File: src/rtl/alu_pkg.sv
// -----------------------------------------------------------------------------
// alu_pkg
//   Shared definitions for the multi-cycle ALU:
//     - DATA_W            : datapath width
//     - ALU_* constants   : ALUControl operation codes
//     - state_t           : FSM state enumeration (IDLE, CALC, SHIFT)
//     - is_shift()        : true for the codes that take the iterative shift path
//   Optional feature macro: ALU_SLTU_EN (see alu_core). Code 1010 is always
//   defined here so decoders and benches can name it in either build.
// -----------------------------------------------------------------------------
package alu_pkg;

   localparam int unsigned DATA_W = 32;

   localparam logic [3:0] ALU_ADD  = 4'b0000;
   localparam logic [3:0] ALU_SUB  = 4'b0001;
   localparam logic [3:0] ALU_AND  = 4'b0010;
   localparam logic [3:0] ALU_OR   = 4'b0011;
   localparam logic [3:0] ALU_SLL  = 4'b0100;
   localparam logic [3:0] ALU_SLT  = 4'b0101;
   localparam logic [3:0] ALU_XOR  = 4'b0110;
   localparam logic [3:0] ALU_SRL  = 4'b0111;
   localparam logic [3:0] ALU_SRA  = 4'b1000;
   localparam logic [3:0] ALU_ADDR = 4'b1001;  // load/store address add
   localparam logic [3:0] ALU_SLTU = 4'b1010;  // only decoded with ALU_SLTU_EN

   typedef enum logic [1:0] {
      IDLE  = 2'd0,
      CALC  = 2'd1,
      SHIFT = 2'd2
   } state_t;

   // Shifts run one bit per cycle; everything else is single-cycle.
   function automatic logic is_shift(input logic [3:0] op);
      return (op == ALU_SLL) || (op == ALU_SRL) || (op == ALU_SRA);
   endfunction

endpackage

File: src/rtl/alu_core.sv
// -----------------------------------------------------------------------------
// alu_core
//   Purely combinational single-cycle operations of the multi-cycle ALU.
//   Shift codes and unlisted codes give 0 here; shifts are iterated in the
//   parent (multi_cycle_alu), so this block never sees them on a used path.
//
//   Ports:
//     i_op     [3:0]   operation code (latched ALUControl)
//     i_a      [31:0]  first operand
//     i_b      [31:0]  second operand
//     o_result [31:0]  combinational result
//
//   Macro ALU_SLTU_EN: when defined, code 1010 computes unsigned
//   set-less-than; otherwise 1010 falls into the unlisted-code default (0).
// -----------------------------------------------------------------------------
import alu_pkg::*;

module alu_core (
   input  logic [3:0]        i_op,
   input  logic [DATA_W-1:0] i_a,
   input  logic [DATA_W-1:0] i_b,
   output logic [DATA_W-1:0] o_result
);

   logic w_slt;
   logic w_sltu;

   assign w_slt  = ($signed(i_a) < $signed(i_b));
   assign w_sltu = (i_a < i_b);

   always_comb begin
      o_result = '0;
      case (i_op)
         ALU_ADD,
         ALU_ADDR: o_result = i_a + i_b;   // wraps, no carry out
         ALU_SUB:  o_result = i_a - i_b;   // wraps, no borrow out
         ALU_AND:  o_result = i_a & i_b;
         ALU_OR:   o_result = i_a | i_b;
         ALU_XOR:  o_result = i_a ^ i_b;
         ALU_SLT:  o_result = {{(DATA_W-1){1'b0}}, w_slt};
`ifdef ALU_SLTU_EN
         ALU_SLTU: o_result = {{(DATA_W-1){1'b0}}, w_sltu};
`else
         ALU_SLTU: o_result = {{(DATA_W-1){1'b0}}, w_sltu & 1'b0};
`endif
         default:  o_result = '0;
      endcase
   end

endmodule

File: src/rtl/multi_cycle_alu.sv
// -----------------------------------------------------------------------------
// multi_cycle_alu
//   32-bit ALU with a small FSM. Single-cycle operations go IDLE->CALC->IDLE
//   (done one edge after the accepting edge). Shifts go IDLE->SHIFT and move
//   one bit per edge, so a shift by n completes n+1 edges after acceptance.
//
//   Handshake: start is sampled only in IDLE (busy=0). Accepting a start
//   latches ALUControl/SrcA/SrcB; inputs are ignored until the operation
//   ends. done is a one-cycle pulse in the cycle ALUResult/Zero first show
//   the new result; state is already IDLE then, so a new start may be
//   presented in that same cycle. reset aborts without a done pulse.
//
//   Ports:
//     clk              clock, rising edge
//     reset            synchronous active-high reset
//     start            operation request (sampled in IDLE)
//     ALUControl [3:0] operation code
//     SrcA      [31:0] first operand
//     SrcB      [31:0] second operand; SrcB[4:0] is the shift amount
//     busy             high whenever state != IDLE
//     done             one-cycle completion pulse
//     ALUResult [31:0] registered result, held until next completion/reset
//     Zero             registered (ALUResult == 0)
//     o_dbg_state      current FSM state, for observation only
//
//   Macro ALU_SLTU_EN enables unsigned set-less-than on code 1010 (alu_core).
// -----------------------------------------------------------------------------
import alu_pkg::*;

module multi_cycle_alu (
   input  logic              clk,
   input  logic              reset,
   input  logic              start,
   input  logic [3:0]        ALUControl,
   input  logic [DATA_W-1:0] SrcA,
   input  logic [DATA_W-1:0] SrcB,
   output logic              busy,
   output logic              done,
   output logic [DATA_W-1:0] ALUResult,
   output logic              Zero,
   output state_t            o_dbg_state
);

   // Registered state
   state_t            r_state;
   logic [3:0]        r_op;
   logic [DATA_W-1:0] r_a;
   logic [DATA_W-1:0] r_b;
   logic [DATA_W-1:0] r_work;
   logic [4:0]        r_count;
   logic [DATA_W-1:0] r_result;
   logic              r_zero;
   logic              r_done;

   // Next-state values
   state_t            w_state;
   logic [3:0]        w_op;
   logic [DATA_W-1:0] w_a;
   logic [DATA_W-1:0] w_b;
   logic [DATA_W-1:0] w_work;
   logic [4:0]        w_count;
   logic [DATA_W-1:0] w_result;
   logic              w_zero;
   logic              w_done;

   logic [DATA_W-1:0] w_core_result;
   logic [DATA_W-1:0] w_shift_step;

   alu_core u_alu_core (
      .i_op     (r_op),
      .i_a      (r_a),
      .i_b      (r_b),
      .o_result (w_core_result)
   );

   // One-bit step of the working register. sra replicates bit 31 of the
   // working value each step, so repeated steps equal an n-bit arithmetic shift.
   always_comb begin
      w_shift_step = r_work;
      case (r_op)
         ALU_SLL: w_shift_step = {r_work[DATA_W-2:0], 1'b0};
         ALU_SRL: w_shift_step = {1'b0, r_work[DATA_W-1:1]};
         ALU_SRA: w_shift_step = {r_work[DATA_W-1], r_work[DATA_W-1:1]};
         default: w_shift_step = r_work;
      endcase
   end

   // Next-state / datapath control
   always_comb begin
      w_state  = r_state;
      w_op     = r_op;
      w_a      = r_a;
      w_b      = r_b;
      w_work   = r_work;
      w_count  = r_count;
      w_result = r_result;
      w_zero   = r_zero;
      w_done   = 1'b0;

      case (r_state)
         IDLE: begin
            if (start) begin
               w_op = ALUControl;
               w_a  = SrcA;
               w_b  = SrcB;
               if (is_shift(ALUControl)) begin
                  w_work  = SrcA;
                  w_count = SrcB[4:0];
                  w_state = SHIFT;
               end else begin
                  w_state = CALC;
               end
            end
         end

         CALC: begin
            w_result = w_core_result;
            w_zero   = (w_core_result == '0);
            w_done   = 1'b1;
            w_state  = IDLE;
         end

         SHIFT: begin
            if (r_count != 5'd0) begin
               w_work  = w_shift_step;
               w_count = r_count - 5'd1;
            end else begin
               w_result = r_work;
               w_zero   = (r_work == '0);
               w_done   = 1'b1;
               w_state  = IDLE;
            end
         end

         default: w_state = IDLE;
      endcase
   end

   // State register
   always_ff @(posedge clk) begin
      if (reset) begin
         r_state  <= IDLE;
         r_op     <= '0;
         r_a      <= '0;
         r_b      <= '0;
         r_work   <= '0;
         r_count  <= '0;
         r_result <= '0;
         r_zero   <= 1'b1;
         r_done   <= 1'b0;
      end else begin
         r_state  <= w_state;
         r_op     <= w_op;
         r_a      <= w_a;
         r_b      <= w_b;
         r_work   <= w_work;
         r_count  <= w_count;
         r_result <= w_result;
         r_zero   <= w_zero;
         r_done   <= w_done;
      end
   end

   assign busy        = (r_state != IDLE);
   assign done        = r_done;
   assign ALUResult   = r_result;
   assign Zero        = r_zero;
   assign o_dbg_state = r_state;

endmodule

File: config.mk
export PLATFORM = sky130hd
export DESIGN_NAME = multi_cycle_alu
export DESIGN_NICKNAME = d
export VERILOG_FILES = /design/src/rtl/alu_pkg.sv /design/src/rtl/alu_core.sv /design/src/rtl/multi_cycle_alu.sv
export SDC_FILE = /design/constraint.sdc
export NUM_CORES = 1
export LEC_CHECK = 0
export ABC_AREA = 1
export CORE_MARGIN = 2
export CORE_UTILIZATION = 35
export DETAILED_ROUTE_END_ITERATION = 12
export HOLD_SLACK_MARGIN = 0.05
export PLACE_DENSITY = 0.5
export SLEW_MARGIN = 0
export SYNTH_ARGS = -nofsm -noshare
export SYNTH_HDL_FRONTEND = slang
export SYNTH_HIERARCHICAL = 1
export SYNTH_SLANG_ARGS = --single-unit
File: constraint.sdc
create_clock -name clk -period 3.8 [get_ports clk]
set_input_delay 0.76 -clock clk [delete_from_list [all_inputs] [get_ports clk]]
set_output_delay 0.76 -clock clk [all_outputs]
set_load 0.005 [all_outputs]
## Word-level counts from Yosys, hierarchy flattened

Cells that the tools add are included.

| word-level totals | value |
|---|---|
| register bits | 141 |
| logic and storage cells | 75 |
| output and inout bits | 37 |
| bits of input ports | 71 |

| cells by class | value |
|---|---|
| bitwise operators | 3 |
| reductions and logical operators | 17 |
| $lt $le $gt $ge | 1 |
| $add $sub $neg | 3 |
| eq/ne operators | 21 |
| mux-type cells | 20 |

Operators by type and width:

| operator | count |
|---|---|
| $pmux W32 S6 | 1 |
| $mux W32 | 4 |
| $pmux W32 S2 | 2 |
| $pmux W32 S3 | 1 |
| $logic_not A32 Y1 | 2 |
| $add A32 B32 Y32 | 1 |
| $and A32 B32 Y32 | 1 |
| $lt A32 B32 Y1 | 1 |
| $or A32 B32 Y32 | 1 |
| $sub A32 B32 Y32 | 1 |
| $xor A32 B32 Y32 | 1 |
| $eq A4 B3 Y1 const B | 6 |
| $mux W5 | 3 |
| $eq A4 B4 Y1 const B | 3 |
| $ne A2 B2 Y1 const B | 5 |
| $pmux W5 S2 | 1 |
| $eq A4 B2 Y1 const B | 2 |
| $mux W2 | 3 |
| $reduce_and A2 Y1 | 3 |
| $reduce_and A6 Y1 | 1 |
| $reduce_bool A2 Y1 | 3 |
| $reduce_and A5 Y1 | 1 |
| $reduce_bool A5 Y1 | 1 |
| $sub A5 B1 Y5 const B | 1 |
| 13 further kinds | 16 |

## Longest topological paths before layout

Gate-level depths: netlist of the first run.

| logic depth | value |
|---|---|
| depth after elaboration | 6 |
| gate-level depth with buffers | 24 |
| gate-level depth less buffers | 23 |

## Cells and area by module

The synthesis of the first run kept the hierarchy.

Modules (own cells, without submodules):

| module | cells an instance | area each (µm²) | seq. area each (µm²) | times used |
|---|---|---|---|---|
| multi_cycle_alu | 1,035 | 6,595.1 | 2,822.7 | 1 |
| alu_core | 1,277 | 6,456.2 | 0.0 | 1 |

## Least setup slack after synthesis of the first run

Ideal clock, no wire load.

| timing | value |
|---|---|
| path kind | flip-flop to flip-flop |
| start | register r_a[0] |
| end | register r_zero (netlist: Zero) |
| required time | 3.742 ns |
| buffers on the path | 0 |
| library setup time | 0.058 ns |
| path slack | 1.521 ns |
| period minus slack after synthesis | 2.279 ns |
| arrival | 2.221 ns |
| cell stages (with the launch flop) | 20 |
| path through | dfxtp_1 ha_1 fa_1 nand3_1 nand3_2 nand2_1 nand2_1 nand2_1 nand2_1 nand2_1 nand3_1 nand3_1 nand3_1 nor2_1 nand3_1 nor2_1 nand3_1 nand2_1 nand2_1 nand2_1 |

| between the ends | value |
|---|---|
| longest elaborated chain between the ends | 4 |
| elaborated cells between the ends (all ways) | 9 |
| classes of those cells | add/sub: 2; order compare: 1; mux: 2; bitwise: 3; reduce/logical: 1 |

RTL lines:

| element | RTL line | source |
|---|---|---|
| from (decl) | multi_cycle_alu.sv:47 | `logic [DATA_W-1:0] r_a;` |
| from (signal assigned) | multi_cycle_alu.sv:154 | `r_a <= w_a;` |
| $sub A32 B32 Y32 or $add A32 B32 Y32 (tied branches) | alu_core.sv:36, alu_core.sv:35 |  |
| $pmux W32 S6 (*) | alu_core.sv:33 | `case (i_op)` |
| named net w_core_result[26] | multi_cycle_alu.sv:66 | `logic [DATA_W-1:0] w_core_result;` |
| $logic_not A32 Y1 (*) | multi_cycle_alu.sv:118 | `w_zero = (w_core_result == '0);` |
| $pmux W1 S2 (*) | multi_cycle_alu.sv:100 | `case (r_state)` |
| to (signal assigned) | multi_cycle_alu.sv:159 | `r_zero <= w_zero;` |
| to (decl) | multi_cycle_alu.sv:52 | `logic r_zero;` |

Mark *: on every way through the listed nets, which the timed path passes. The rest lies on a longest branch.
A chain may end at the register's enable or synchronous reset.

## Worst setup path in the final report of the first run

| timing | value |
|---|---|
| start | register r_b[18] |
| end | register r_zero (netlist: Zero) |

| between the ends | value |
|---|---|
| longest elaborated chain between the ends | 4 |
| elaborated cells between the ends (all ways) | 9 |
| classes of those cells | add/sub: 2; order compare: 1; mux: 2; bitwise: 3; reduce/logical: 1 |

RTL lines:

| element | RTL line | source |
|---|---|---|
| from (decl) | multi_cycle_alu.sv:48 | `logic [DATA_W-1:0] r_b;` |
| from (signal assigned) | multi_cycle_alu.sv:155 | `r_b <= w_b;` |
| $sub A32 B32 Y32 or $add A32 B32 Y32 (tied branches) | alu_core.sv:36, alu_core.sv:35 |  |
| $pmux W32 S6 (*) | alu_core.sv:33 |  |
| named net w_core_result[31] | multi_cycle_alu.sv:66 |  |
| $logic_not A32 Y1 (*) | multi_cycle_alu.sv:118 |  |
| $pmux W1 S2 (*) | multi_cycle_alu.sv:100 |  |

Marks and branches as above.

==> results of run 1 <==
## power by group
part	switching [uW]	leakage, uW	internal [uW]
Clock	766	0.000317	1140
Combinational	2000	0.00632	962
Sequential	169	0.00116	1680
## kinds of logic after synthesis
family / count (synthesis)
flip-flops: 141
AO/OA/AOI/OAI: 354
adder cells (fa/ha/maj): 106
AND/OR/NAND/NOR: 1216
XOR/XNOR: 6
buffers and inverters: 489
## cells in the mapped netlist (2+ instances only)
cell      count
xnor2_1       2
a21oi_1     160
xor2_1        4
o21ai_1      25
o211ai_1      4
fa_1          2
dfxtp_1     141
ha_1        104
and2_1        3
o21ai_0     118
and3_1        3
nor3_2        4
buf_2        45
nor3_1        9
o221ai_1      3
nand2_2      10
a21oi_2       2
nand3b_1      5
a31oi_1       2
nand3_1     149
nand3_2       5
nand2_1     675
o22ai_1      30
nor2_4        2
inv_2        14
nand4_1      11
buf_6         2
o21bai_1      7
nor4_1        2
nor2_1      321
nor2_2       14
buf_4        19
inv_1       377
clkbuf_1     29
## critical path: cells and delay by family, from the launching register on
kind / cells / cell delay [ps]
AOI/OAI and AO/OA: 2 / 490
adders and majority gates: 1 / 510
buffers and inverters: 2 / 220
DFF: 1 / 410
and+or+nand+nor: 13 / 1750
## registers in the layout, summed over array words and instances (netlist names)
signal	flops
done	1
r_b	32
o_dbg_state	2
ALUResult	32
r_work	32
Zero	1
r_a	32
r_op	4
r_count	5
## per-stage QoR
| step | hold slack, ps | power (uW) | cell area [um^2] | util, % |
|---|---|---|---|---|
| after floorplan | 455 | 3770 | 13100 | - |
| after global placement | 474 | 4780 | 14500 | 39.4 |
| after detailed placement | 479 | 4780 | 14500 | 39.4 |
| after CTS | 490 | 6720 | 15100 | 41.1 |
| after global routing | 513 | 7170 | 15100 | 41.1 |
| final | 490 | 6710 | 15100 | 41.1 |
## layout make-up
cell class              count  area share [%]
multi-input cells        1682            54.7
flip-flops and latches    141            18.7
inverters                 393            9.79
repair buffers            134            8.60
well taps                 468            3.88
clock buffers              19            2.93
clock inverters            13            1.35
## cell usage in the layout, fill, tap and decap left out, types with 4 or more instances in the layout
master,synthesis,routed
nand2_2,10,12
clkinv_4,0,4
dfxtp_1,141,141
inv_2,14,14
nor3_2,4,4
a21oi_1,160,160
inv_1,377,376
o211ai_1,4,4
nor2_2,14,14
nand3_2,5,5
clkbuf_16,0,17
ha_1,104,103
o21ai_0,118,118
nand4_1,11,11
xor2_1,4,4
nand3_1,149,149
clkdlybuf4s50_1,0,107
o21ai_1,25,24
bufinv_16,0,4
nor2_1,321,321
nand3b_1,5,5
o22ai_1,30,30
nand2_1,675,673
nor3_1,9,9
buf_4,19,25
o21bai_1,7,7
## path summary, 6_finish.rpt
path / depth (start not counted) / to / slack (ps) / from
max: 18 / Zero / 350 / r_b[18]
min reg2reg: 2 / r_count[1] / 490 / r_count[1]
max reg2reg: 18 / Zero / 350 / r_b[18]
min: 2 / r_count[1] / 490 / r_count[1]
## routing by layer
layer / track usage (%) / vias up / share of wire [%] / wire [um]
li1: - / 7256 / - / -
met1: 37.7 / 6666 / 48 / 24700
met2: 41.3 / 428 / 43 / 22100
met3: 3.79 / 64 / 5.9 / 3020
met4: 7.63 / 2 / 2.1 / 1060
met5: 0 / - / 0.026 / 13
==> results_dict.tcl, run 1 <==
set metrics [dict create \
    synth-seq-cells 141 \
    final_cells 2850 \
    critical_path_required_ps 4200 \
    cpMostUsedCell "nand2_1" \
    clock_latency_ps 450 \
    firstDrtPassIters 5 \
    slew-limit-headroom_pct 24.0 \
    numCtsBuffers 17 \
    overflow 0 \
    antenna_found_initial 2 \
    synth_compound_area_share_pct 14.3 \
    drt-initial-drc-count 1384 \
    num-fill-cells 4017 \
    yosysTopAreaCell "dfxtp_1" \
    grt_max_degree 67 \
    mappedNetlistArea_um2 13100 \
    status "completed" \
    setup_ws_ps 354 \
    clk_pin_slew_worst_paths_ps 70 \
    path_class "register to register" \
    fin_tns_setup_ps 0 \
    layout-drive-gt1-share_pct 5.00 \
    synthArstFlopShare_pct 0 \
    synthXorXnorAreaFrac_pct 0.403 \
    area_growth_pct 15.7 \
    yosys.area_share.simple_pct 38.2 \
    cts.path.max_buffers 2 \
    power_density_nw_per_um2 444 \
    cts_tree "built" \
    synth_edf_count 0 \
    multi_input_area_um2 8270 \
    cp_cell_sequence "inv_1 > ha_1 > inv_1 > a21oi_1 > nand2_1 > nand2_1 > nand2_1 > a21oi_1 > nand3_1 > nand3_1 > nand3_1 > nor3_1 > nand2_1 > nor2_1 > nand3_1 > nand2_1 > nand2_1 > nand2_1" \
    rsz0062_at_grt "no" \
    vdd_ir_drop_max_mv 0.332 \
    path_max_fanout 10 \
    die_w_um 197 \
    ff_latch_area_um2 2820 \
    core_um2 36700 \
    place.gp.congestion 0.955 \
    cpPeakStageDelay_ps 510 \
    setup_viol 0 \
    min_period_ps 3450 \
    finalHoldViolations 0 \
    htreeDepth 4 \
    critPathCaptureType "register" \
    slew_violations 0 \
    drt_wl_total_um 50900 \
    startpoint_type "register" \
    hold_buffers 0 \
    drc 0 \
    die_y_um 197 \
    io-pin-count 108 \
    port_buffers 107 \
    clockRootBuffer "clkbuf_16" \
    synth_top_area_share_pct 21.6 \
    min_path_type "register to register" \
    grtUsageTotal_pct 26.4 \
    synth_cell_types 43 \
    max_freq_ghz 0.290 \
    syn_avg_cell_area_um2 5.65 \
    synth_nets 2489 \
    rows 70 \
    cp_slowest_cell "ha_1" \
    place_ws_ps 416 \
    cts.repair.resized 0 \
    clock_sinks 141 \
    hpwl_um 40300 \
    synth_fa_ha_area_share_pct 10.3 \
    avgRoutedWirePerCell_um 17.9 \
    skew_ps 9.39 \
    synth_top_family_by_area "simple AND/OR/NAND/NOR gates" \
    p_leak_uw 0.00780 \
    initial_core_util_pct 35.6 \
    via_per_inst 5.06 \
    synthMuxAreaShare_pct 0 \
    ys_seq_area_share_pct 21.6 \
    cts_setup_buffers 0 \
    finalCritPeriodShare_pct 90.7 \
    drtAntennaViolNets 0 \
    dp_cells 2818 \
    yosys-top-cells-area "dfxtp_1 (22%), nand2_1 (19%), inv_1 (11%)" \
    antenna_cells 0 \
    grt_pass1_wl_um 78300 \
    vias 14400 \
    grt_pass1_vias 13600 \
    die_area_um2 38900 \
    cp.arrival_ps 3840 \
    nNetsFinal 2546 \
    cap_violations 0 \
    worst_pin_slew_ps 1140 \
    synth_cells 2312 \
    ys_warn_count 6 \
    ys_dominant_reg_cell "dfxtp_1" \
]
Note: power is estimated with default switching activity, not from simulation.
==> run 2: changes to the inputs <==
--- a/config.mk
+++ b/config.mk
@@ -6,6 +6,7 @@
 export NUM_CORES = 1
 export LEC_CHECK = 0
 export ABC_AREA = 1
+export CORE_ASPECT_RATIO = 0.75
 export CORE_MARGIN = 2
 export CORE_UTILIZATION = 35
 export DETAILED_ROUTE_END_ITERATION = 12
==> results_dict.tcl, run 2 (same netlist as run 1, synthesis figures left out) <==
set metrics [dict create \
    area_growth_pct 15.9 \
    skew_ps 17.6 \
    final_cell_mix "nand2_1 (673), inv_1 (376), nor2_1 (320)" \
    grt_max_degree 63 \
    drtAntennaViolNets 0 \
    slew-limit-headroom_pct 46.5 \
    fin_area_um2 15100 \
    fin_tns_setup_ps 0 \
    die_y_um 171 \
    cap_violations 0 \
    r2r_cells 21 \
    path_max_fanout 9 \
    overflow 0 \
    wl_met2_um 22900 \
    crit_buf_inv 1 \
    min_period_ps 3570 \
    firstDrtPassIters 5 \
    cts_setup_buffers 0 \
    critical_path_required_ps 4190 \
    setup_viol 0 \
    place.gp.congestion 0.961 \
    cts_tree "built" \
    vdd_ir_drop_max_mv 0.317 \
    num-fill-cells 4193 \
    die_area_um2 38900 \
    avgRoutedWirePerCell_um 18.7 \
    grtUsageTotal_pct 28.0 \
    slew_violations 0 \
    status "completed" \
    cp_slowest_cell "ha_1" \
    fin_hold_ws_ps 490 \
    route.met3.wl_um 3270 \
    routed.top_layer "met4" \
    htreeDepth 4 \
    hold_buffers 0 \
    cpPeakStageDelay_ps 440 \
    worst_pin_slew_ps 800 \
    final_cells 2886 \
    rsz0062_at_grt "no" \
    vias 14500 \
    rows 61 \
    startpoint_type "register" \
    grt_pass1_vias 13500 \
    drt-initial-drc-count 1304 \
    power_density_nw_per_um2 442 \
    r2r_start "r_a[2]" \
    clock_latency_ps 460 \
    cp.arrival_ps 3960 \
    clk_pin_slew_worst_paths_ps 70 \
    dp_cells 2854 \
    antenna_found_initial 0 \
    path_class "register to register" \
    antenna_cells 0 \
    hpwl_um 42100 \
    p_leak_uw 0.00778 \
    cpMostUsedCell "nand2_1" \
    cp_cell_sequence "inv_1 > ha_1 > nor2_1 > nand2_1 > nand2_1 > nand2_1 > nand2_1 > nand2_1 > nand2_2 > nand2_1 > nand2_1 > nand2_1 > nand3_1 > nand3_1 > nor3_1 > nand2_1 > nor2_2 > nand3_1 > nand2_1 > nand2_1 > nand2_1" \
    port_buffers 107 \
    crit_family "simple AND/OR/NAND/NOR gates" \
    min_path_cells 2 \
    max_freq_ghz 0.280 \
    core_um2 36900 \
    io-pin-count 108 \
    min_path_type "register to register" \
    final_common_cell "nand2_1" \
    drc 0 \
    clockRootBuffer "clkbuf_16" \
    numCtsBuffers 17 \
    initial_core_util_pct 35.3 \
    place_area_um2 14500 \
    clock_sinks 141 \
    regToRegSetupSlack_ps 230 \
    drt_wl_total_um 53900 \
    die_w_um 227 \
    hold_start "r_count[1]" \
    via_per_inst 5.02 \
    critPathCaptureType "register" \
    r2r-end "Zero" \
    finalCritPeriodShare_pct 94.0 \
    grt_pass1_wl_um 81400 \
    cts.path.max_buffers 2 \
    met1_length_um 26400 \
    nNetsFinal 2546 \
    layout-drive-gt1-share_pct 5.12 \
    finalHoldViolations 0 \
    hold_end "r_count[1]" \
]
run 2: changes by cell type in the layout (fill, tap and decap cells not counted), moves of 2 or more:
cell        delta
buf_12         +2
bufinv_16      -2
clkinvlp_4     +4
buf_4          -2
clkinv_4       -2
run 2: how the worst max path moves through the flow:
stage / slack (ps) / endpoint / cells after the start / start
2_1_floorplan: 1520 / Zero / 19 / r_a[0]
3_3_place_gp: 110 / Zero / 18 / r_a[26]
3_5_place_dp: 160 / Zero / 18 / r_a[26]
4_1_cts: 140 / Zero / 18 / r_a[26]
5_1_grt: 60 / Zero / 21 / r_a[5]
6_report: 230 / Zero / 21 / r_a[2]
run 2: power breakdown:
group	switching, uW	leakage [uW]	internal [uW]
Sequential	168	0.00116	1680
Combinational	2060	0.00633	966
Clock	814	0.000281	1000
Total	3040	0.00778	3640
run 2: per-layer routing:
| layer | vias up | global-route usage (%) |
|---|---|---|
| met4 | 0 | 8.33 |
| met2 | 440 | 43.3 |
| met3 | 48 | 4.46 |
| li1 | 7273 | - |
| met5 | - | 0 |
| met1 | 6738 | 40.1 |
run 2: per-stage QoR:
stage | total power, uW | utilization [%] | worst slack [ps]
6_report | 6680 | 41.0 | 228
5_1_grt | 7140 | 41.0 | 60.8
4_1_cts | 6690 | 40.9 | 136
2_1_floorplan | 3770 | - | 1520
3_3_place_gp | 4840 | 39.3 | 113
3_5_place_dp | 4830 | 39.3 | 160
run 2: worst reg2reg max path, stage by stage, from the launching register on:
cell and delay, ps:
dfxtp_1 410, inv_1 70, ha_1 440, nor2_1 230, nand2_1 70, nand2_1 190
nand2_1 90, nand2_1 170, nand2_1 120, nand2_2 120, nand2_1 80, nand2_1 60
nand2_1 40, nand3_1 70, nand3_1 240, nor3_1 420, nand2_1 120, nor2_2 280
nand3_1 120, nand2_1 80, nand2_1 50, nand2_1 80
run 2: final cells by class:
class / count / area [um^2] / share of cell area (%)
Clock inverter: 13 / 156 / 1.03
Clock buffer: 19 / 443 / 2.93
Inverter: 393 / 1480 / 9.77
Sequential cell: 141 / 2820 / 18.7
Multi-Input combinational cell: 1682 / 8280 / 54.7
Tap cell: 504 / 631 / 4.17
Timing Repair Buffer: 134 / 1320 / 8.75
run 2: repair_timing:
action,CTS,global route
resized for setup,0,3
endpoints found under the hold margin,0,0
endpoints found under the setup margin,0,1
==> run 3: changes to the inputs <==
--- a/config.mk
+++ b/config.mk
@@ -7,9 +7,9 @@
 export LEC_CHECK = 0
 export ABC_AREA = 1
 export CORE_ASPECT_RATIO = 0.75
-export CORE_MARGIN = 2
 export CORE_UTILIZATION = 35
 export DETAILED_ROUTE_END_ITERATION = 12
+export GPL_ROUTABILITY_DRIVEN = 0
 export HOLD_SLACK_MARGIN = 0.05
 export PLACE_DENSITY = 0.5
 export SLEW_MARGIN = 0
==> results_dict.tcl, run 3 (same netlist as run 1, synthesis figures left out) <==
set metrics [dict create \
    status "completed" \
    fin_hold_ws_ps 489 \
    place_ws_ps 169 \
    cpMostUsedCell "nand2_1" \
    die_y_um 169 \
    drt-initial-drc-count 1351 \
    vias 14400 \
    cts.path.max_buffers 2 \
    clock_latency_ps 460 \
    layout-drive-gt1-share_pct 4.72 \
    die_w_um 225 \
    firstDrtPassIters 6 \
    critical_path_required_ps 4200 \
    die_area_um2 38100 \
    grt_pass1_vias 13500 \
    clk_pin_slew_worst_paths_ps 70 \
    io-pin-count 108 \
    rsz0062_at_grt "no" \
    core_um2 36300 \
    cp.arrival_ps 4040 \
    setup_ws_ps 153 \
    cap_violations 0 \
    p_leak_uw 0.00772 \
    antenna_cells 0 \
    overflow 0 \
    cts_tree "built" \
    final_cell_mix "nand2_1 (673), inv_1 (376), nor2_1 (320)" \
    drt_wl_total_um 51400 \
    grtUsageTotal_pct 27.3 \
    startpoint_type "register" \
    antenna_found_initial 1 \
    slew-limit-headroom_pct 23.2 \
    cpPeakStageDelay_ps 600 \
    cp_slowest_cell "ha_1" \
    htreeDepth 4 \
    hpwl_um 40000 \
    worst_pin_slew_ps 1150 \
    path_max_fanout 8 \
    hold_buffers 0 \
    max_freq_ghz 0.274 \
    clockRootBuffer "clkbuf_16" \
    fin_tns_setup_ps 0 \
    num-fill-cells 4055 \
    area_growth_pct 15.0 \
    slew_violations 0 \
    power_density_nw_per_um2 436 \
    vdd_ir_drop_max_mv 0.301 \
    nNetsFinal 2536 \
    drc 0 \
    grt_max_degree 63 \
    min_path_type "register to register" \
    drtAntennaViolNets 0 \
    rows 60 \
    crit_buf_inv 2 \
    numCtsBuffers 17 \
    min_period_ps 3650 \
    avgRoutedWirePerCell_um 17.9 \
    finalHoldViolations 0 \
    setup_viol 0 \
    path_class "register to register" \
    via_per_inst 5.04 \
    clock_sinks 141 \
    finalCritPeriodShare_pct 96.0 \
    initial_core_util_pct 36.0 \
    skew_ps 14.3 \
    cp_cell_sequence "inv_1 > ha_1 > nand2_1 > nor2_1 > nand2_1 > inv_1 > a21oi_1 > nand2_1 > nand2_1 > nand3_1 > nand3_1 > nor3_1 > nand2_1 > nor2_2 > nand3_1 > nand2_1 > nand2_1 > nand2_1" \
    cts_setup_buffers 0 \
    final_common_cell "nand2_1" \
    grt_pass1_wl_um 79300 \
    port_buffers 107 \
    crit_family "simple AND/OR/NAND/NOR gates" \
    critPathCaptureType "register" \
]
[run 3: worst register-to-register path, cell delays in order (launching register included)]
cell and delay (ps):
dfxtp_1 380, inv_1 60, ha_1 600, nand2_1 240, nor2_1 310, nand2_1 140, inv_1 70, a21oi_1 120
nand2_1 100, nand2_1 50, nand3_1 80, nand3_1 260, nor3_1 430, nand2_1 120, nor2_2 310, nand3_1 120
nand2_1 80, nand2_1 50, nand2_1 80
[run 3: path summary, 6_finish.rpt]
| path | startpoint | end | slack [ps] | depth (start not counted) |
|---|---|---|---|---|
| max | r_a[25] | Zero | 150 | 18 |
| min | r_count[1] | r_count[1] | 490 | 2 |
| max reg2reg | r_a[25] | Zero | 150 | 18 |
| min reg2reg | r_count[1] | r_count[1] | 490 | 2 |
[run 3: power by group]
| group | total (uW) | switching, uW | internal (uW) |
|---|---|---|---|
| clock network | 1740 | 812 | 924 |
| registers | 1840 | 168 | 1680 |
| logic | 2960 | 2010 | 952 |
| total | 6540 | 2990 | 3550 |
[run 3: routing by layer]
layer / vias up / global-route usage [%] / wire length (um)
li1: 7250 / - / -
met1: 6527 / 38.8 / 24600
met2: 599 / 40.8 / 21100
met3: 73 / 4.86 / 4010
met4: 0 / 9.64 / 1650
met5: - / 0 / 0
[run 3: timing repair]
| item | CTS | global route |
|---|---|---|
| endpoints found under the hold margin | 0 | 0 |
| resized for setup | 0 | 2 |
| setup endpoints to repair | 0 | 1 |
[run 3: final cells by class]
cell class	count	area, um^2	share of cell area [%]
multi-input cells	1682	8270	55.1
flip-flops and latches	141	2820	18.8
inverters	393	1480	9.86
repair buffers	124	1240	8.24
well taps	496	621	4.14
clock buffers	17	425	2.83
clock inverters	15	150	1.00
[run 3: stage by stage]
| step | instance area (um^2) | power [uW] | std cells | utilization (%) |
|---|---|---|---|---|
| 2_1_floorplan | 13100 | 3770 | 2312 | - |
| 3_3_place_gp | 14400 | 4760 | 2836 | 39.8 |
| 3_5_place_dp | 14400 | 4760 | 2836 | 39.8 |
| 4_1_cts | 15000 | 6530 | 2868 | 41.4 |
| 5_1_grt | 15000 | 6990 | 2868 | 41.4 |
| 6_report | 15000 | 6540 | 2868 | 41.4 |
==> RTL edit: new RTL, settings of run 3 <==
Add a define of `ALU_SLTU_EN`.
--- a/src/rtl/alu_core.sv
+++ b/src/rtl/alu_core.sv
@@ -13,6 +13,8 @@
 //   Macro ALU_SLTU_EN: when defined, code 1010 computes unsigned
 //   set-less-than; otherwise 1010 falls into the unlisted-code default (0).
 // -----------------------------------------------------------------------------
+`define ALU_SLTU_EN
+
 import alu_pkg::*;
 
 module alu_core (
Function: changed (a bounded check fails within 4 cycles, from zero or initial values and one cycle with reset high).
==> RTL edit against run 3 <==
Design area is 0.40% higher; routed wire length is 3.1% lower; sequential cell count stayed put; area after synthesis is 0.13% lower; combinational power is 2% lower; setup slack better by 320 ps; non-clock buffer count is 3 higher; total power hardly changed; critical path type unchanged; highest routed layer unchanged.
==> RTL edit: results (changes against run 3) <==
vias in the first global route=13,400 (-0.97%); Signal buf overhead=8.27% (+0.034 points); Met1 Routed Length=24,100 µm (-2.1%); wire length of the first global-routing pass=77,200 µm (-2.6%); total global-route track usage=26.5% (-0.72 points); inverters=406 (+3.3%); Reg clk slew, reported paths=70 ps (about the same); worst hold slack=483 ps (-6.38 ps); CP startpoint=r_a[22]; metal2 WL=20,200 µm (-4.4%); Multi-In Gates=1,691 (+0.54%); Non-clk bufs=127 (+2.4%); clkbuf count=18 (+1); met3 routed WL=3630 µm (-9.4%); Post-Synth XOR/XNOR Area=0.0672% (-0.34 points); area grow syn2layout=15.6%; status=finished, final reports clean; CP Capture Point=Zero; Tmin final=3330 ps (-318 ps); Setup Fix Bufs, Post-CTS=0 (unchanged); vias per cell=4.98 (-1.1%); cell depth of the worst flop-to-flop path=16 (-2); Post-DP Area=14,500 µm² (+0.27%); Syn Area/Cell=5.59 µm² (-0.91%); initial antenna violation count=0 (-1); Worst Clk Skew=13.6 ps (-0.715 ps); final cell count without fillers=2,891 (+0.80%); worst-path fanout max=10 (+2); Post-synth top cells=700 x nand2_1, 394 x inv_1, 335 x nor2_1, 153 x nand3_1, 149 x a21oi_1; cell leakage power=7.85 nW (+1.6%); Synth Area in Compound Gates=14.0% (-0.36 points); CP arrival=3720 ps (-320 ps); seq_cells=141 (unchanged); final-layout fill cell count=4,036 (-0.47%); VDD IR-drop max=344 µV (+14%); placed cell count=2,861 (+0.88%); top cells by area, synth=dfxtp_1 22%, nand2_1 20%, inv_1 11%; Post-DP HPWL=39,000 µm (-2.6%); syn nets=2,512 (+0.92%); Clock-cell share=3.99% (+0.16 points); Distinct cells, synth=38 (-12%); Rel. slew slack=21.3% (-1.9 points); met2 usage=38.6% (-2.1 points); Placement Setup Slack=628 ps (+459 ps); drt wl/cell=17.2 µm (-3.8%); register area share after synthesis=21.7% (+0.029 points); layout cells sized above 1=3.67% (-1.0 points); GR Util met1=38.5% (-0.35 points)
RTL edit: cell count changes in the layout (fill, tap and decap cells not counted), sizes merged, moves of 3 or more:
cell / before / now
a21oi: 162 / 151
a221oi: 0 / 9
and3: 3 / 0
buf: 17 / 20
ha: 104 / 109
inv: 400 / 408
nand2: 685 / 704
nand4: 11 / 14
nor2: 337 / 342
o21ai: 144 / 140
o221ai: 3 / 0
o22ai: 30 / 24
xor2: 4 / 1
RTL edit: critical path, cell delays in order, from the launching register on:
cell and delay [ps]:
dfxtp_1 390, inv_1 70, ha_1 600, o21ai_0 340, a21oi_1 190, nand2_1 110
a21oi_1 260, nand3_1 120, nand3_1 100, nand3_1 270, nor3_1 220, nand2_1 70
nor2_1 220, nand3_1 110, nand2_1 70, nand2_1 50, nand2_1 80
RTL edit: power breakdown:
group | switching [mW] | internal (mW)
Sequential | 0.167 | 1.68
Clock | 0.751 | 1.05
Combinational | 1.95 | 0.935
Total | 2.87 | 3.66
